===== src/rtl/pc_sequencer.sv =====
// pc_sequencer: program-counter sequencer with a hardware return-address stack.
// FETCH/EXEC handshake toward instruction memory; one flow-control command is
// accepted per instruction in EXEC.
// Optional feature macro: PC_SEQ_OVF_TRAP_EN.
//   Defined   - stack overflow/underflow traps into FAULT.
//   Undefined - the stack is circular; an empty RET restarts at RESET_PC.
module pc_sequencer #(
  parameter int              AW       = 14,
  parameter int              DEPTH    = 8,
  parameter logic [AW-1:0]   RESET_PC = '0
) (
  input  logic                       clk,
  input  logic                       rst_n,
  input  logic                       start,
  input  logic                       clr_err,
  input  logic                       cmd_valid,
  input  logic [2:0]                 cmd,
  input  logic                       cond,
  input  logic [AW-1:0]              target,
  output logic [AW-1:0]              pc,
  output logic                       fetch,
  output logic                       decode,
  output logic                       halted,
  output logic                       fault,
  output logic                       ovf,
  output logic                       unf,
  output logic [$clog2(DEPTH+1)-1:0] sp_depth
);

  localparam int SPW = $clog2(DEPTH+1);
  localparam int PW  = $clog2(DEPTH);
  localparam logic [SPW-1:0] SP_FULL  = SPW'(DEPTH);
  localparam logic [PW-1:0]  PTR_LAST = PW'(DEPTH-1);

  localparam logic [2:0] C_JUMP = 3'b001, C_BRANCH = 3'b010, C_SKIP = 3'b011,
                         C_CALL = 3'b100, C_RET    = 3'b101, C_HALT = 3'b110;

  typedef enum logic [2:0] {S_IDLE, S_FETCH, S_EXEC, S_HALT, S_FAULT} state_e;

  state_e         state_q, state_d;
  logic [AW-1:0]  pc_q, pc_d;
  logic [SPW-1:0] sp_q, sp_d;
  logic [PW-1:0]  wr_q, wr_d;      // slot the next push writes
  logic           ovf_q, ovf_d, unf_q, unf_d;
  logic           push;
  logic [AW-1:0]  stack_q [DEPTH];

  logic [AW-1:0] pc_inc, pc_inc2;
  logic [PW-1:0] ptr_inc, ptr_dec;

  assign pc_inc  = pc_q + AW'(1);
  assign pc_inc2 = pc_q + AW'(2);
  // Pointer wraps explicitly so non-power-of-two depths stay in range.
  assign ptr_inc = (wr_q == PTR_LAST) ? '0 : wr_q + PW'(1);
  assign ptr_dec = (wr_q == '0) ? PTR_LAST : wr_q - PW'(1);

  // Next-state, next-PC and stack bookkeeping.
  always_comb begin
    state_d = state_q;
    pc_d    = pc_q;
    sp_d    = sp_q;
    wr_d    = wr_q;
    ovf_d   = ovf_q;
    unf_d   = unf_q;
    push    = 1'b0;
    if (clr_err) begin
      ovf_d = 1'b0;
      unf_d = 1'b0;
    end
    case (state_q)
      S_IDLE:  if (start && !clr_err) state_d = S_FETCH;
      S_FETCH: state_d = S_EXEC;
      S_EXEC: begin
        if (cmd_valid) begin
          state_d = S_FETCH;
          case (cmd)
            C_JUMP:   pc_d = target;
            C_BRANCH: pc_d = cond ? target : pc_inc;
            C_SKIP:   pc_d = cond ? pc_inc2 : pc_inc;
            C_CALL: begin
              if (sp_q == SP_FULL) begin
                ovf_d = 1'b1;
`ifdef PC_SEQ_OVF_TRAP_EN
                state_d = S_FAULT;
`else
                // Full circular stack: overwrite the oldest entry, depth stays.
                push = 1'b1;
                pc_d = target;
                wr_d = ptr_inc;
`endif
              end else begin
                push = 1'b1;
                pc_d = target;
                wr_d = ptr_inc;
                sp_d = sp_q + SPW'(1);
              end
            end
            C_RET: begin
              if (sp_q == '0) begin
                unf_d = 1'b1;
`ifdef PC_SEQ_OVF_TRAP_EN
                state_d = S_FAULT;
`else
                pc_d = RESET_PC;
`endif
              end else begin
                pc_d = stack_q[ptr_dec];
                wr_d = ptr_dec;
                sp_d = sp_q - SPW'(1);
              end
            end
            C_HALT: begin
              pc_d    = pc_inc;
              state_d = S_HALT;
            end
            default: pc_d = pc_inc;  // NEXT and the reserved encoding
          endcase
        end
      end
      S_HALT: if (start && !clr_err) state_d = S_FETCH;
      S_FAULT: begin
        if (clr_err) begin
          state_d = S_IDLE;
          pc_d    = RESET_PC;
          sp_d    = '0;
          wr_d    = '0;
        end
      end
      default: state_d = S_IDLE;
    endcase
  end

  // Control state and PC registers.
  always_ff @(posedge clk or negedge rst_n) begin
    if (!rst_n) begin
      state_q <= S_IDLE;
      pc_q    <= RESET_PC;
      sp_q    <= '0;
      wr_q    <= '0;
      ovf_q   <= 1'b0;
      unf_q   <= 1'b0;
    end else begin
      state_q <= state_d;
      pc_q    <= pc_d;
      sp_q    <= sp_d;
      wr_q    <= wr_d;
      ovf_q   <= ovf_d;
      unf_q   <= unf_d;
    end
  end

  // Return-address storage; contents are meaningless beyond sp_q so no reset.
  always_ff @(posedge clk) begin
    if (push) stack_q[wr_q] <= pc_inc;
  end

  assign pc       = pc_q;
  assign fetch    = (state_q == S_FETCH);
  assign decode   = (state_q == S_EXEC);
  assign halted   = (state_q == S_HALT);
  assign fault    = (state_q == S_FAULT);
  assign ovf      = ovf_q;
  assign unf      = unf_q;
  assign sp_depth = sp_q;

endmodule


===== config.mk =====
export PLATFORM = sky130hd
export DESIGN_NAME = pc_sequencer
export DESIGN_NICKNAME = d
export VERILOG_FILES = /design/src/rtl/pc_sequencer.sv
export SDC_FILE = /design/constraint.sdc
export NUM_CORES = 1
export LEC_CHECK = 0
export ABC_AREA = 1
export CORE_ASPECT_RATIO = 1.25
export CORE_MARGIN = 1.5
export CORE_UTILIZATION = 50
export CTS_BUF_LIST = sky130_fd_sc_hd__clkbuf_4
export DETAILED_ROUTE_END_ITERATION = 7
export GPL_ROUTABILITY_DRIVEN = 0
export GPL_TIMING_DRIVEN = 0
export PLACE_DENSITY = 0.69
export SETUP_SLACK_MARGIN = 0.1
export SKIP_CTS_REPAIR_TIMING = 1
export SYNTH_ARGS = -nofsm -noshare
export SYNTH_HDL_FRONTEND = slang
export SYNTH_SLANG_ARGS = --single-unit

===== constraint.sdc =====
create_clock -name clk -period 7.6 [get_ports clk]
set_input_delay 0.76 -clock clk [delete_from_list [all_inputs] [get_ports clk]]
set_output_delay 0.76 -clock clk [all_outputs]
set_load 0.02 [all_outputs]

==> metrics.txt, run 1 <==
Row Count=48; largest net degree at the start of global routing=26; Final #Nets=approximately 870; area share of the largest cell type after synthesis=roughly half; FFs w/ async S/R, synth=around 18%; drt wl/cell=around 18 µm; Routed WL=18790 µm; setup_tns=0 ps; placed insts=~1000; clock root buffer=clkbuf_4; largest family of logic cells by synthesized area=simple AND/OR/NAND/NOR gates; number of enable flip-flop cells after synthesis=around 110; latest clock arrival within the worst-skew pair=530 ps; Slew headroom=between 40% and 50%; GRT Total Usage=27.08%; Post-DRT Antenna Nets=0; Synth Area in Adders=under 10%; cell depth of the worst flop-to-flop path=13; most common cell after layout, fill and taps aside=nand2_1; Mapped Cells=approximately 760; Least-Margin Pin Slew=796.9 ps; FF-to-FF Start=wr_q[0]; Synth area leaders=edfxtp_1 (48%), nand2_1 (14%), dfrtp_1 (8.9%), nand3_1 (7.7%), inv_1 (3.2%); RSZ-0062 raised after global routing=no; outcome=finished, final reports clean; ratio of cells with drive above 1 in the final layout=12.26%; drt pass-1 iters=5; Mapped Nets=~800; CTS buffer count=17; vias in the first global route=around 5800; htree depth=4; leftover overflow at the end of global routing=0; port bufs=45; Post-Layout Cell Count=slightly above 1000; Die W=around 110 µm; CTS tree=built; antenna violations before repair=1; CP startpoint kind=register; final setup vio count=0; CP Capture Type=register; DR vias=approximately 5700; register area share after synthesis=between 50 and 60%; XOR/XNOR Fraction of Synth Area=approximately 1.9%; DR iter-0 viols=393; Synth Register Bits=between 100 and 150; first-pass GRT wire length=29560 µm; footprint of the multi-input gates=roughly 2600 µm²; commonest cells after routing, fill and taps aside=nand2_1 (258), edfxtp_1 (112), nand3_1 (108); Die ar.=about 15000 µm²; Remaining DRCs=0; post-synth top area cell=edfxtp_1; CTS Buffer Depth=2; hpwl dp=~13000 µm; Max-Cap Viols=0; Die H=around 140 µm; fill count=1175; final hold viol count=0; synth warn=0; min cycle time layout=around 3100 ps; fmax=between 300 and 400 MHz; syn avg cell area=about 9.2 µm²; compound-cell area share of the yosys netlist=about 5.7%; Hold WC Path Type=in2async; Worst Skew=20.71 ps; Synth cell types=46; Crit path arrival time=3620 ps; Post-Synth Simple-Gate Area=a little over a quarter; FF+latch area=around 4000 µm²; crit share post-route=41.36%; Main synth FF type=edfxtp_1; PD cells=roughly 370 nW/µm²; Core ar.=13750 µm²; synthesized area=~7000 µm²; Worst-path clk slew=~120 ps; Starting Density=just over 50%; VDD IR max=roughly 0.21 mV; CP Class=reg2reg; Max Transition Viols Final=0; reg2reg end=pc[1]; clk sinks=around 140; Ports=47; Static Leak=between 3 and 4 nW; routed vias/inst=~5.6; layout overhead on the synthesized area=15.19%; R2R setup slack=4460 ps; Worst Path Max Fanout=10; mux cell area share after synthesis=0%; Worst Path Required=approximately 8000 ps
[state kept, by name, indices dropped and copies added (netlist names)]
signal / cells
stack_q: 112
wr_q: 3
ovf: 1
sp_depth: 4
unf: 1
pc: 14
state_q: 2
[final cells by class]
type	count	area share [%]
antenna	1	0.03106
buffer	29	1.957
clock buffer	17	1.584
clock inverter	15	1.553
inverter	69	3.230
multi-input combinational	528	32.50
sequential	137	49.50
tap	175	2.717
timing repair buffer	53	6.925
[critical path: stages (launching register included)]
cell and delay (ps):
dfrtp_1 430, inv_2 190, buf_1 440, ha_1 250, ha_1 230, buf_2 200
inv_1 180, clkbuf_1 560, nand3_1 150, nand2_1 130, nand2_1 80, nand3_1 80
o21ai_0 90, inv_1 80
[worst max path at each step]
stage / from / to / slack (ps) / cells past startpoint
finish: wr_q[0] / pc[1] / 4460 / 13
floorplan: cmd[1] / stack_q[4][0] / 4850 / 7
global route: wr_q[0] / pc[13] / 4300 / 14
global placement: cmd[1] / stack_q[4][1] / 3080 / 8
CTS: wr_q[0] / pc[1] / 4490 / 13
detailed placement: cmd[1] / stack_q[4][1] / 4220 / 9
[per-stage QoR]
stage | util, % | power, mW | worst slack, ps | hold slack [ps] | instance area (µm²)
after detailed placement | 56.77 | 2.550 | 4215 | 494.9 | 7807
after CTS | 58.61 | 2.988 | 4491 | 526.6 | 8060
after global routing | 58.59 | 3.194 | 4299 | 237.0 | 8058
after global placement | 55.73 | 2.498 | 3079 | 490.4 | 7665
final | 58.59 | 2.997 | 4457 | 230.4 | 8058
after floorplan | - | 2.029 | 4846 | 464.4 | 6995
[metal layers]
layer	global-route usage (%)	share of wire [%]
met5	0	0
met4	13.45	3.8
met3	4.377	7.2
met2	47.27	51
met1	32.10	38
[cell usage after synthesis (all sizes together) (3+ instances only)]
| library cell | instances |
|---|---|
| a21oi | 20 |
| a31oi | 3 |
| buf | 26 |
| clkbuf | 3 |
| dfrtp | 25 |
| edfxtp | 112 |
| ha | 12 |
| inv | 67 |
| nand2 | 266 |
| nand3 | 109 |
| nand3b | 3 |
| nand4 | 4 |
| nor2 | 39 |
| nor3 | 5 |
| o211ai | 4 |
| o21ai | 35 |
| xor2 | 14 |
[power by group]
group,switching (mW),internal [mW],total [mW]
sequential,0.0786,0.973,1.05
clock,0.277,0.162,0.440
combinational,1.03,0.478,1.51
[cell families after synthesis]
kind of cell | Yosys count
compound gates | 68
xor+xnor | 15
simple gates | 431
buf+inv | 98
fa+ha+maj | 13
flops | 137
other cells | 1
No activity file was read; power rests on OpenSTA's default activity.
==> inputs of run 2 (changes only) <==
clock period = 3 ns   (was 7.6 ns; I/O delays follow)
==> metrics.txt, run 2 (synthesized netlist as in run 1, its figures left out) <==
RSZ-0062 raised after global routing=no; htree depth=4 (unchanged); CTS buffer count=17 (unchanged); outcome=finished, final reports clean; met3 wire length=1109 µm (-19%); Die ar.=14710 µm² (unchanged); Least-Margin Pin Slew=788.9 ps (-7.961 ps); Most flops, register=stack_q; routed vias/inst=5.529 (-1.0%); Starting Density=50.86% (unchanged); Worst-path clk slew=130 ps (about the same); CTS tree=built; hpwl dp=13340 µm (unchanged); top layer in use=met4; FF-to-FF Start=wr_q[0]; first-pass GRT wire length=29560 µm (unchanged); met2 wire len=9744 µm (+2.6%); Worst Skew=19.66 ps (-1.053 ps); Slowest-stage cell, CP=buf_1; fmax=361.3 MHz (+14%); vias in the first global route=5753 (unchanged); drt pass-1 iters=6 (+1); post-route total power=7.612 mW (+150%); Top delay family on crit path=buffers and inverters; DR vias=5667 (-0.91%); Die H=135.2 µm (unchanged); ratio of cells with drive above 1 in the final layout=12.49% (+0.22 points); setup_tns=0 ps (unchanged); Routed WL=18850 µm (+0.35%); Ports=47 (unchanged); GRT Total Usage=27.08% (unchanged); Fin Hold WS=313.2 ps (+82.76 ps); slowest stage delay, CP=580 ps (+20 ps); FF+latch area=3989 µm² (unchanged); clk sinks=137 (unchanged); CP startpoint kind=register; CTS Buffer Depth=2 (unchanged); latest clock arrival within the worst-skew pair=530 ps (about the same); CP Class=reg2reg; Final #Nets=872 (+0.11%); Metal-1 WL=7381 µm (+2.3%); worst-path cell chain=inv_2 > clkbuf_4 > ha_1 > ha_1 > buf_2 > buf_1 > nand2_1 > nand3_1 > nand2_1 > inv_1 > nand2_1 > nand2_1 > nand2_1; footprint of the multi-input gates=2619 µm² (unchanged); PD cells=942.7 nW/µm² (+150%); Static Leak=3.345 nW (+0.34%); final hold viol count=0 (unchanged); VDD IR max=0.5395 mV (+150%); DR iter-0 viols=418 (+6.4%); largest net degree at the start of global routing=26 (unchanged); cell mode on critical path=nand2_1; CP Capture Type=register; final setup vio count=0 (unchanged); Crit path arrival time=3190 ps (-430 ps); Die W=108.8 µm (unchanged); commonest cells after routing, fill and taps aside=nand2_1 (258), edfxtp_1 (112), nand3_1 (108); fill count=1175 (unchanged); Post-DRT Antenna Nets=0 (unchanged); max reg flops=112 (unchanged); Remaining DRCs=0 (unchanged); layout overhead on the synthesized area=15.44%; Hold WC Path Type=in2async; Slew headroom=47.03% (+0.53 points); crit share post-route=92.26% (+51 points); antenna violations before repair=1 (unchanged); leftover overflow at the end of global routing=0 (unchanged); R2R setup slack=230 ps (-4220 ps); Core ar.=13750 µm² (unchanged); Worst Path Max Fanout=10 (unchanged); WP buf/inv=5 (-1); reg2reg end=pc[10]; drt wl/cell=18.39 µm (+0.25%); cell depth of the worst flop-to-flop path=13 (unchanged); Worst Path Required=3420 ps (-4660 ps); clock root buffer=clkbuf_4; Row Count=48 (unchanged); min cycle time layout=2768 ps (-375.3 ps); most common cell after layout, fill and taps aside=nand2_1; port bufs=45 (unchanged); Max Transition Viols Final=0 (unchanged); Max-Cap Viols=0 (unchanged)
-- run 2: changes by cell type in the layout (fill, tap and decap cells not counted) --
cell           change
clkbuf_1           -1
buf_1              -1
clkbuf_2           +1
buf_2              -1
dlygate4sd3_1      +1
clkbuf_4           +2
-- run 2: power by group --
group          internal (mW)  switching, mW  total, mW
clock network          0.411          0.704       1.12
logic                   1.23           2.60       3.83
registers               2.47          0.202       2.67
-- run 2: area by class of cell --
type | instances | area share, %
Antenna cell | 1 | 0.03099
Buffer | 29 | 2.045
Clock buffer | 17 | 1.580
Clock inverter | 15 | 1.549
Inverter | 69 | 3.223
Multi-Input combinational cell | 528 | 32.43
Sequential cell | 137 | 49.40
Tap cell | 175 | 2.711
Timing Repair Buffer | 54 | 7.034
-- run 2: per-stage QoR --
| stage | util (%) | area (µm²) | std cells | setup slack [ps] |
|---|---|---|---|---|
| after floorplan | - | 6995 | 763 | 377.0 |
| after global placement | 55.73 | 7665 | 983 | -1061 |
| after detailed placement | 56.77 | 7807 | 991 | -102.9 |
| after CTS | 58.61 | 8060 | 1023 | -109.5 |
| after global routing | 58.72 | 8075 | 1025 | 101.4 |
| final | 58.72 | 8075 | 1025 | 232.2 |
-- run 2: how the worst max path moves through the flow --
stage	start	endpoint	slack [ps]	depth (start not counted)
after floorplan	state_q[0]	stack_q[4][0]	380	6
after global placement	cmd[1]	stack_q[4][1]	-1060	8
after detailed placement	wr_q[0]	pc[1]	-100	13
after CTS	wr_q[0]	pc[1]	-110	13
after global routing	wr_q[0]	pc[13]	100	17
final	wr_q[0]	pc[10]	230	13
-- run 2: metal layers --
metal	vias up	GRT usage, %
li1	2691	-
met1	2695	32.10
met2	231	47.27
met3	50	4.377
met4	0	13.45
met5	-	0
